## config.mk

```make
export PLATFORM = sky130hd
export DESIGN_NAME = core_dmem_pmp_gate
export DESIGN_NICKNAME = d
export VERILOG_FILES = /design/src/rtl/core_dmem_pmp_gate.sv
export SDC_FILE = /design/constraint.sdc
export NUM_CORES = 1
export LEC_CHECK = 0
export CAP_MARGIN = 20
export CORE_ASPECT_RATIO = 2
export CORE_UTILIZATION = 25
export CTS_CLUSTER_SIZE = 24
export DETAILED_ROUTE_END_ITERATION = 16
export PLACE_DENSITY = 0.66
export SLEW_MARGIN = 5
export SYNTH_ARGS = -nofsm -noshare
export SYNTH_HDL_FRONTEND = slang
export SYNTH_SLANG_ARGS = --single-unit
```

## constraint.sdc

```tcl
create_clock -name g_clk -period 2.15 [get_ports g_clk]
set_clock_uncertainty 0.15 [all_clocks]
set_input_delay 0.43 -clock g_clk [delete_from_list [all_inputs] [get_ports g_clk]]
set_output_delay 0.43 -clock g_clk [all_outputs]
set_load 0.005 [all_outputs]
```

## src/rtl/core_dmem_pmp_gate.sv

```systemverilog
// core_dmem_pmp_gate: buffers one load/store, checks it against the PMP, then forwards it to the
// data bus or answers it with an error; counts trapped requests in a saturating counter.
module core_dmem_pmp_gate #(
    parameter int ADDR_WIDTH = 56,
    parameter int CNT_WIDTH  = 16
) (
    input  logic                  g_clk,
    input  logic                  g_resetn,
    input  logic                  cpu_req,
    output logic                  cpu_gnt,
    input  logic [ADDR_WIDTH-1:0] cpu_addr,
    input  logic                  cpu_wen,
    input  logic [7:0]            cpu_strb,
    input  logic [63:0]           cpu_wdata,
    input  logic [1:0]            cpu_prv,
    output logic                  cpu_recv,
    input  logic                  cpu_ack,
    output logic [63:0]           cpu_rdata,
    output logic                  cpu_error,
    output logic                  pmp_req,
    output logic [ADDR_WIDTH-1:0] pmp_addr,
    output logic [1:0]            pmp_prv,
    output logic                  pmp_wen,
    input  logic                  pmp_trap,
    output logic                  mem_req,
    input  logic                  mem_gnt,
    output logic [ADDR_WIDTH-1:0] mem_addr,
    output logic                  mem_wen,
    output logic [7:0]            mem_strb,
    output logic [63:0]           mem_wdata,
    input  logic                  mem_recv,
    output logic                  mem_ack,
    input  logic [63:0]           mem_rdata,
    input  logic                  mem_error,
    output logic [CNT_WIDTH-1:0]  trap_count
);
    typedef enum logic [2:0] {IDLE, CHECK, BUS, WAIT, RSP} state_t;
    state_t state, state_nxt;
    logic [ADDR_WIDTH-1:0] buf_addr;
    logic                  buf_wen;
    logic [7:0]            buf_strb;
    logic [63:0]           buf_wdata;
    logic [1:0]            buf_prv;
    logic [63:0]           rsp_rdata;
    logic                  rsp_error;
    always_ff @(posedge g_clk or negedge g_resetn) begin
        if (!g_resetn) state <= IDLE;
        else           state <= state_nxt;
    end
    // cpu_gnt is qualified by reset so every output reads 0 while reset is held
    always_comb begin
        state_nxt = state;
        cpu_gnt   = g_resetn && (state == IDLE);
        pmp_req   = (state == CHECK);
        mem_req   = (state == BUS);
        mem_ack   = (state == WAIT);
        cpu_recv  = (state == RSP);
        case (state)
            IDLE:    state_nxt = cpu_req  ? CHECK : IDLE;
            CHECK:   state_nxt = pmp_trap ? RSP   : BUS;
            BUS:     state_nxt = mem_gnt  ? WAIT  : BUS;
            WAIT:    state_nxt = mem_recv ? RSP   : WAIT;
            RSP:     state_nxt = cpu_ack  ? IDLE  : RSP;
            default: state_nxt = IDLE;
        endcase
    end
    always_ff @(posedge g_clk or negedge g_resetn) begin
        if (!g_resetn) begin
            buf_addr   <= '0;
            buf_wen    <= 1'b0;
            buf_strb   <= '0;
            buf_wdata  <= '0;
            buf_prv    <= '0;
            rsp_rdata  <= '0;
            rsp_error  <= 1'b0;
            trap_count <= '0;
        end else begin
            if (state == IDLE && cpu_req) begin
                buf_addr  <= cpu_addr;
                buf_wen   <= cpu_wen;
                buf_strb  <= cpu_strb;
                buf_wdata <= cpu_wdata;
                buf_prv   <= cpu_prv;
            end
            if (state == CHECK && pmp_trap) begin
                rsp_rdata  <= '0;
                rsp_error  <= 1'b1;
                trap_count <= (trap_count == '1) ? trap_count : trap_count + CNT_WIDTH'(1);
            end
            if (state == WAIT && mem_recv) begin
                rsp_rdata <= buf_wen ? '0 : mem_rdata;
                rsp_error <= mem_error;
            end
        end
    end
    assign pmp_addr  = buf_addr;
    assign pmp_prv   = buf_prv;
    assign pmp_wen   = buf_wen;
    assign mem_addr  = buf_addr;
    assign mem_wen   = buf_wen;
    assign mem_strb  = buf_strb;
    assign mem_wdata = buf_wdata;
    assign cpu_rdata = rsp_rdata;
    assign cpu_error = rsp_error;
endmodule

```

==> impl_metrics.tcl, run 1 <==
set metrics [dict create \
    synthCells 581 \
    first_global_vias 6907 \
    cellLeakagePower_nw 6.03 \
    clk_path_buf_depth 3 \
    tightestPinTransition_ns 0.685 \
    tritoncts "yes" \
    first_pass_iters 4 \
    num_vias 6458 \
    hp-class "reg2reg" \
    min_path_cells 1 \
    worstPathRequired_ns 1.57 \
    dieArea_um2 35100 \
    p_per_area_nw_per_um2 1420 \
    critPathMaxFanout 4 \
    min_period_over_period_pct 97.7 \
    wl_per_cell_um 18.0 \
    start_util_pct 25.5 \
    drc 0 \
    rows 95 \
    status "complete, no violations" \
    viasPerCell 4.38 \
    dieHeight_um 264 \
    cap_violations 0 \
    vdd_drop_max_v 0.000720 \
    critPathKind "reg2out" \
    track_usage_pct 15.0 \
    hold_viol_final 0 \
    grt_overflow 0 \
    layout-drive-gt1-share_pct 22.2 \
    mostFrequentLayoutCells "470 x clkdlybuf4s50_1, 205 x dfrtp_1, 132 x mux2_2" \
    cts-buffers-inserted 21 \
    core_um2 33600 \
    max-slew-margin-rel_pct 54.3 \
    grt_pass1_wl_um 40500 \
    yosys_warnings 0 \
    ant_nets 0 \
    p_total_mw 20.4 \
    antenna_found_initial 1 \
    grt_start_max_net_pins 125 \
    insertion_delay_ns 0.52 \
    syn_area_per_cell_um2 14.8 \
    ctsRootBufferMaster "clkbuf_16" \
    fin_crit_ns 2.10 \
    syn_area_um2 8580 \
    drv_slew 0 \
    fmax_mhz 476 \
    multi_input_area_um2 2640 \
    wl_um 26600 \
    final_common_cell "clkdlybuf4s50_1" \
    rr_worst_depth 6 \
    diodes 0 \
    syn-num-nets 785 \
    drt_iter0_drc 184 \
    cp-start-kind "flop" \
    place.port_buffers 476 \
    ys_seq_area_share_pct 62.7 \
    arrival_ns 1.52 \
    yosysTopAreaCellShare_pct 62.7 \
    synth_area_leaders "dfrtp_1 63%, mux2_2 17%, a22o_1 6.5%" \
    clkTransAtPathRegs_ns 0.06 \
    die_w_um 133 \
    finalWorstSetupSlack_ns 0.0503 \
    clock_sinks 215 \
    gp_congestion 0.767 \
    ctsHtreeMaxLevel 1 \
    num-nets-final 1231 \
    place_ws_ns -0.161 \
    area_growth_pct 67.8 \
    dpl.hpwl_um 19800 \
    synth_top_area_cell "dfrtp_1" \
    synth_cell_type_count 37 \
    yosys_register_bits 215 \
    fillerInstances 3146 \
    endpoint_kind "output pin" \
    boundaryPins 477 \
    regArea_um2 5390 \
    setup_viol 0 \
    rsz0062_at_grt "yes" \
]
synthesized netlist by cell type, drive strengths merged:
cell,count
and2,3
nand2,9
or4,1
nand4b,1
dfrtp,215
nand3,5
nor2,6
a211oi,1
xor2,12
buf,81
a31oi,2
or2,1
nor4,6
a221o,1
o21ai,2
nand4,4
o21a,1
nand4bb,1
a22oi,1
and3,2
and3b,1
a22o,64
inv,3
nor3,7
mux2,132
nor3b,3
nand2b,1
a21oi,3
or3,2
ha,1
clkbuf,9
final timing paths:
path / endpoint / slack [ns] / start
setup / recovery: mem_req / 0.05 / state[0]
hold / removal: cpu_rdata[18] / 0.35 / cpu_rdata[18]
setup reg to reg: mem_wdata[1] / 0.11 / state[2]
hold reg to reg: cpu_rdata[18] / 0.35 / cpu_rdata[18]
max in group asynchronous: mem_strb[0] / 0.82 / g_resetn
min in group asynchronous: mem_wdata[4] / 0.45 / g_resetn
critical path, cell delays in order (launching register included):
cell     delay [ns]
dfrtp_2        0.42
buf_6          0.13
buf_6          0.12
nor3b_4        0.19
buf_2          0.15
flip-flops by register name, summed over array words and instances (netlist names):
name and cells:
cpu_error 1, cpu_rdata 64, mem_addr 56, mem_strb 8
mem_wdata 64, mem_wen 1, pmp_prv 2, state 3
trap_count 16
layout make-up:
class	instances	share of cell area, %
timing repair buffer	513	35.7
inverter	3	0.0782
tap	436	3.79
multi-input combinational	273	18.3
sequential	215	37.5
clock buffer	30	4.37
clock inverter	6	0.278
power by group:
group	leakage (nW)	switching [mW]	internal (mW)	total, mW
clock network	0.332	1.59	2.04	3.62
logic	3.03	3.00	6.57	9.57
registers	2.66	1.23	5.95	7.18
repair_timing:
| action | 4_1_cts | 5_1_grt |
|---|---|---|
| setup buffers | 10 | 5 |
| hold endpoints to repair | 215 | 0 |
| endpoints found under the setup margin | 12 | 9 |
| pin swaps | 2 | 3 |
| hold buffers | 1 | 0 |
| gates resized for setup | 32 | 5 |
through the flow:
stage          setup TNS, ns  hold WS [ns]  cell area [µm²]  cells  utilization [%]
2_1_floorplan              0       -0.0156             8580    581                -
3_3_place_gp          -0.507         0.336            13600   1424             40.3
3_5_place_dp          -0.868         0.341            13600   1424             40.3
4_1_cts              -0.0915         0.322            14400   1471             42.7
5_1_grt              -0.0253         0.341            14400   1476             42.8
6_report                   0         0.354            14400   1476             42.8
logic make-up (layout without fill, tap and decap cells):
family,count (synthesis),count (layout),synth area share [%]
compound gates,75,75,7.35
xor+xnor,12,12,1.23
fa+ha+maj,1,1,0.146
buf+inv,93,552,7.16
flops,215,215,62.7
mux,132,132,17.3
simple gates,53,53,4.08
layer usage:
| layer | GRT usage [%] | routed length [µm] |
|---|---|---|
| met1 | 14.9 | 8920 |
| met2 | 29.0 | 14800 |
| met3 | 3.67 | 2000 |
| met4 | 5.78 | 862 |
| met5 | 0 | 13 |
No activity file was read; power rests on OpenSTA's default activity.
==> run 2, diff against run 1 <==
RECOVER_POWER = 25   (was unset)
clock period = 2.4 ns   (was 2.15 ns; I/O delays follow)
==> impl_metrics.tcl, run 2 (same netlist as run 1, synthesis figures left out) <==
set metrics [dict create \
    rows 95 \
    fin_crit_ns 2.27 \
    boundaryPins 477 \
    min_path_cells 1 \
    clock_sinks 215 \
    layout-drive-gt1-share_pct 19.7 \
    clkTransAtPathRegs_ns 0.07 \
    cellLeakagePower_nw 5.99 \
    first_pass_iters 4 \
    ctsRootBufferMaster "clkbuf_16" \
    p_total_mw 18.2 \
    tightestPinTransition_ns 1.26 \
    core_um2 33600 \
    grt_overflow 0 \
    area_growth_pct 66.5 \
    diodes 0 \
    viasPerCell 4.37 \
    num_vias 6401 \
    hp-class "reg2reg" \
    dieHeight_um 264 \
    hold_viol_final 0 \
    ant_nets 0 \
    place.port_buffers 476 \
    grt_start_max_net_pins 119 \
    gp_congestion 0.781 \
    dieArea_um2 35100 \
    drt_iter0_drc 171 \
    clk_path_buf_depth 3 \
    min_period_over_period_pct 94.7 \
    multi_input_area_um2 2620 \
    wl_per_cell_um 18.2 \
    min-delay-start "cpu_rdata[12]" \
    cts-buffers-inserted 21 \
    critPathKind "reg2out" \
    hold_ws_ns 0.353 \
    grt_pass1_wl_um 40300 \
    rsz0062_at_grt "no" \
    ctsHtreeMaxLevel 1 \
    r2r_start "state[2]" \
    start_util_pct 25.5 \
    fmax_mhz 440 \
    wl_um 26600 \
    track_usage_pct 15.0 \
    critPathMaxFanout 5 \
    drc 0 \
    regArea_um2 5380 \
    insertion_delay_ns 0.52 \
    worstPathRequired_ns 1.77 \
    num-nets-final 1219 \
    tritoncts "yes" \
    fillerInstances 3150 \
    first_global_vias 6803 \
    tns_ns 0 \
    p_per_area_nw_per_um2 1280 \
    design_area_um2 14300 \
    mostFrequentLayoutCells "470 x clkdlybuf4s50_1, 213 x dfrtp_1, 132 x mux2_2" \
    max-slew-margin-rel_pct 16.0 \
    drv_slew 0 \
    crit_start "state[0]" \
    final_common_cell "clkdlybuf4s50_1" \
    cap_violations 0 \
    place_area_um2 13500 \
    rr_worst_depth 5 \
    arrival_ns 1.64 \
    dpl.hpwl_um 19700 \
    antenna_found_initial 1 \
    endpoint_kind "output pin" \
    vdd_drop_max_v 0.000685 \
    status "complete, no violations" \
    cp-start-kind "flop" \
    die_w_um 133 \
    setup_viol 0 \
]
run 2: worst paths after layout:
| kind | endpoint | slack (ns) |
|---|---|---|
| worst min register to register | cpu_rdata[12] | 0.35 |
| worst max-delay path | mem_req | 0.13 |
| min in group asynchronous | mem_wdata[5] | 0.79 |
| worst min-delay path | cpu_rdata[12] | 0.35 |
| max in group asynchronous | mem_addr[32] | 0.39 |
| worst max register to register | trap_count[15] | 0.35 |
run 2: metal layers:
| metal | track usage [%] | vias up | routed length (µm) |
|---|---|---|---|
| met5 | 0 | - | 13 |
| met4 | 6.28 | 2 | 988 |
| met3 | 3.84 | 59 | 2090 |
| met2 | 29.1 | 346 | 14800 |
| met1 | 14.5 | 3101 | 8700 |
| li1 | - | 2893 | - |
run 2: final cells by class:
type	count	share of cell area, %
multi-input cells	273	18.3
inverters	3	0.0789
repair buffers	501	35.3
well taps	436	3.82
flip-flops and latches	215	37.7
clock buffers	29	4.17
clock inverters	7	0.648
run 2: per-stage QoR:
| stage | instances | utilization (%) | setup WS [ns] |
|---|---|---|---|
| global route | 1464 | 42.5 | 0.0199 |
| detailed placement | 1419 | 40.2 | 0.00286 |
| finish | 1464 | 42.5 | 0.127 |
| CTS | 1461 | 42.4 | -0.124 |
| global placement | 1419 | 40.2 | 0.0493 |
| floorplan | 581 | - | 0.503 |
run 2: what timing repair did:
| action | in CTS | in global routing |
|---|---|---|
| resized for setup | 11 | 1 |
| hold endpoints to repair | 215 | 0 |
| setup endpoints to repair | 5 | 1 |
| setup buffers | 5 | 3 |
| hold buffers | 1 | 0 |
run 2: where the power goes:
part / internal (mW) / switching, mW / total (mW)
registers: 5.33 / 1.13 / 6.45
logic: 5.79 / 2.63 / 8.41
clock network: 1.95 / 1.43 / 3.38
total: 13.1 / 5.18 / 18.2
run 2: worst max-delay path, stage by stage (launching register included):
cell           delay (ns)
dfrtp_1              0.42
buf_6                0.14
buf_4                0.13
nor3b_2              0.18
dlygate4sd2_1        0.27
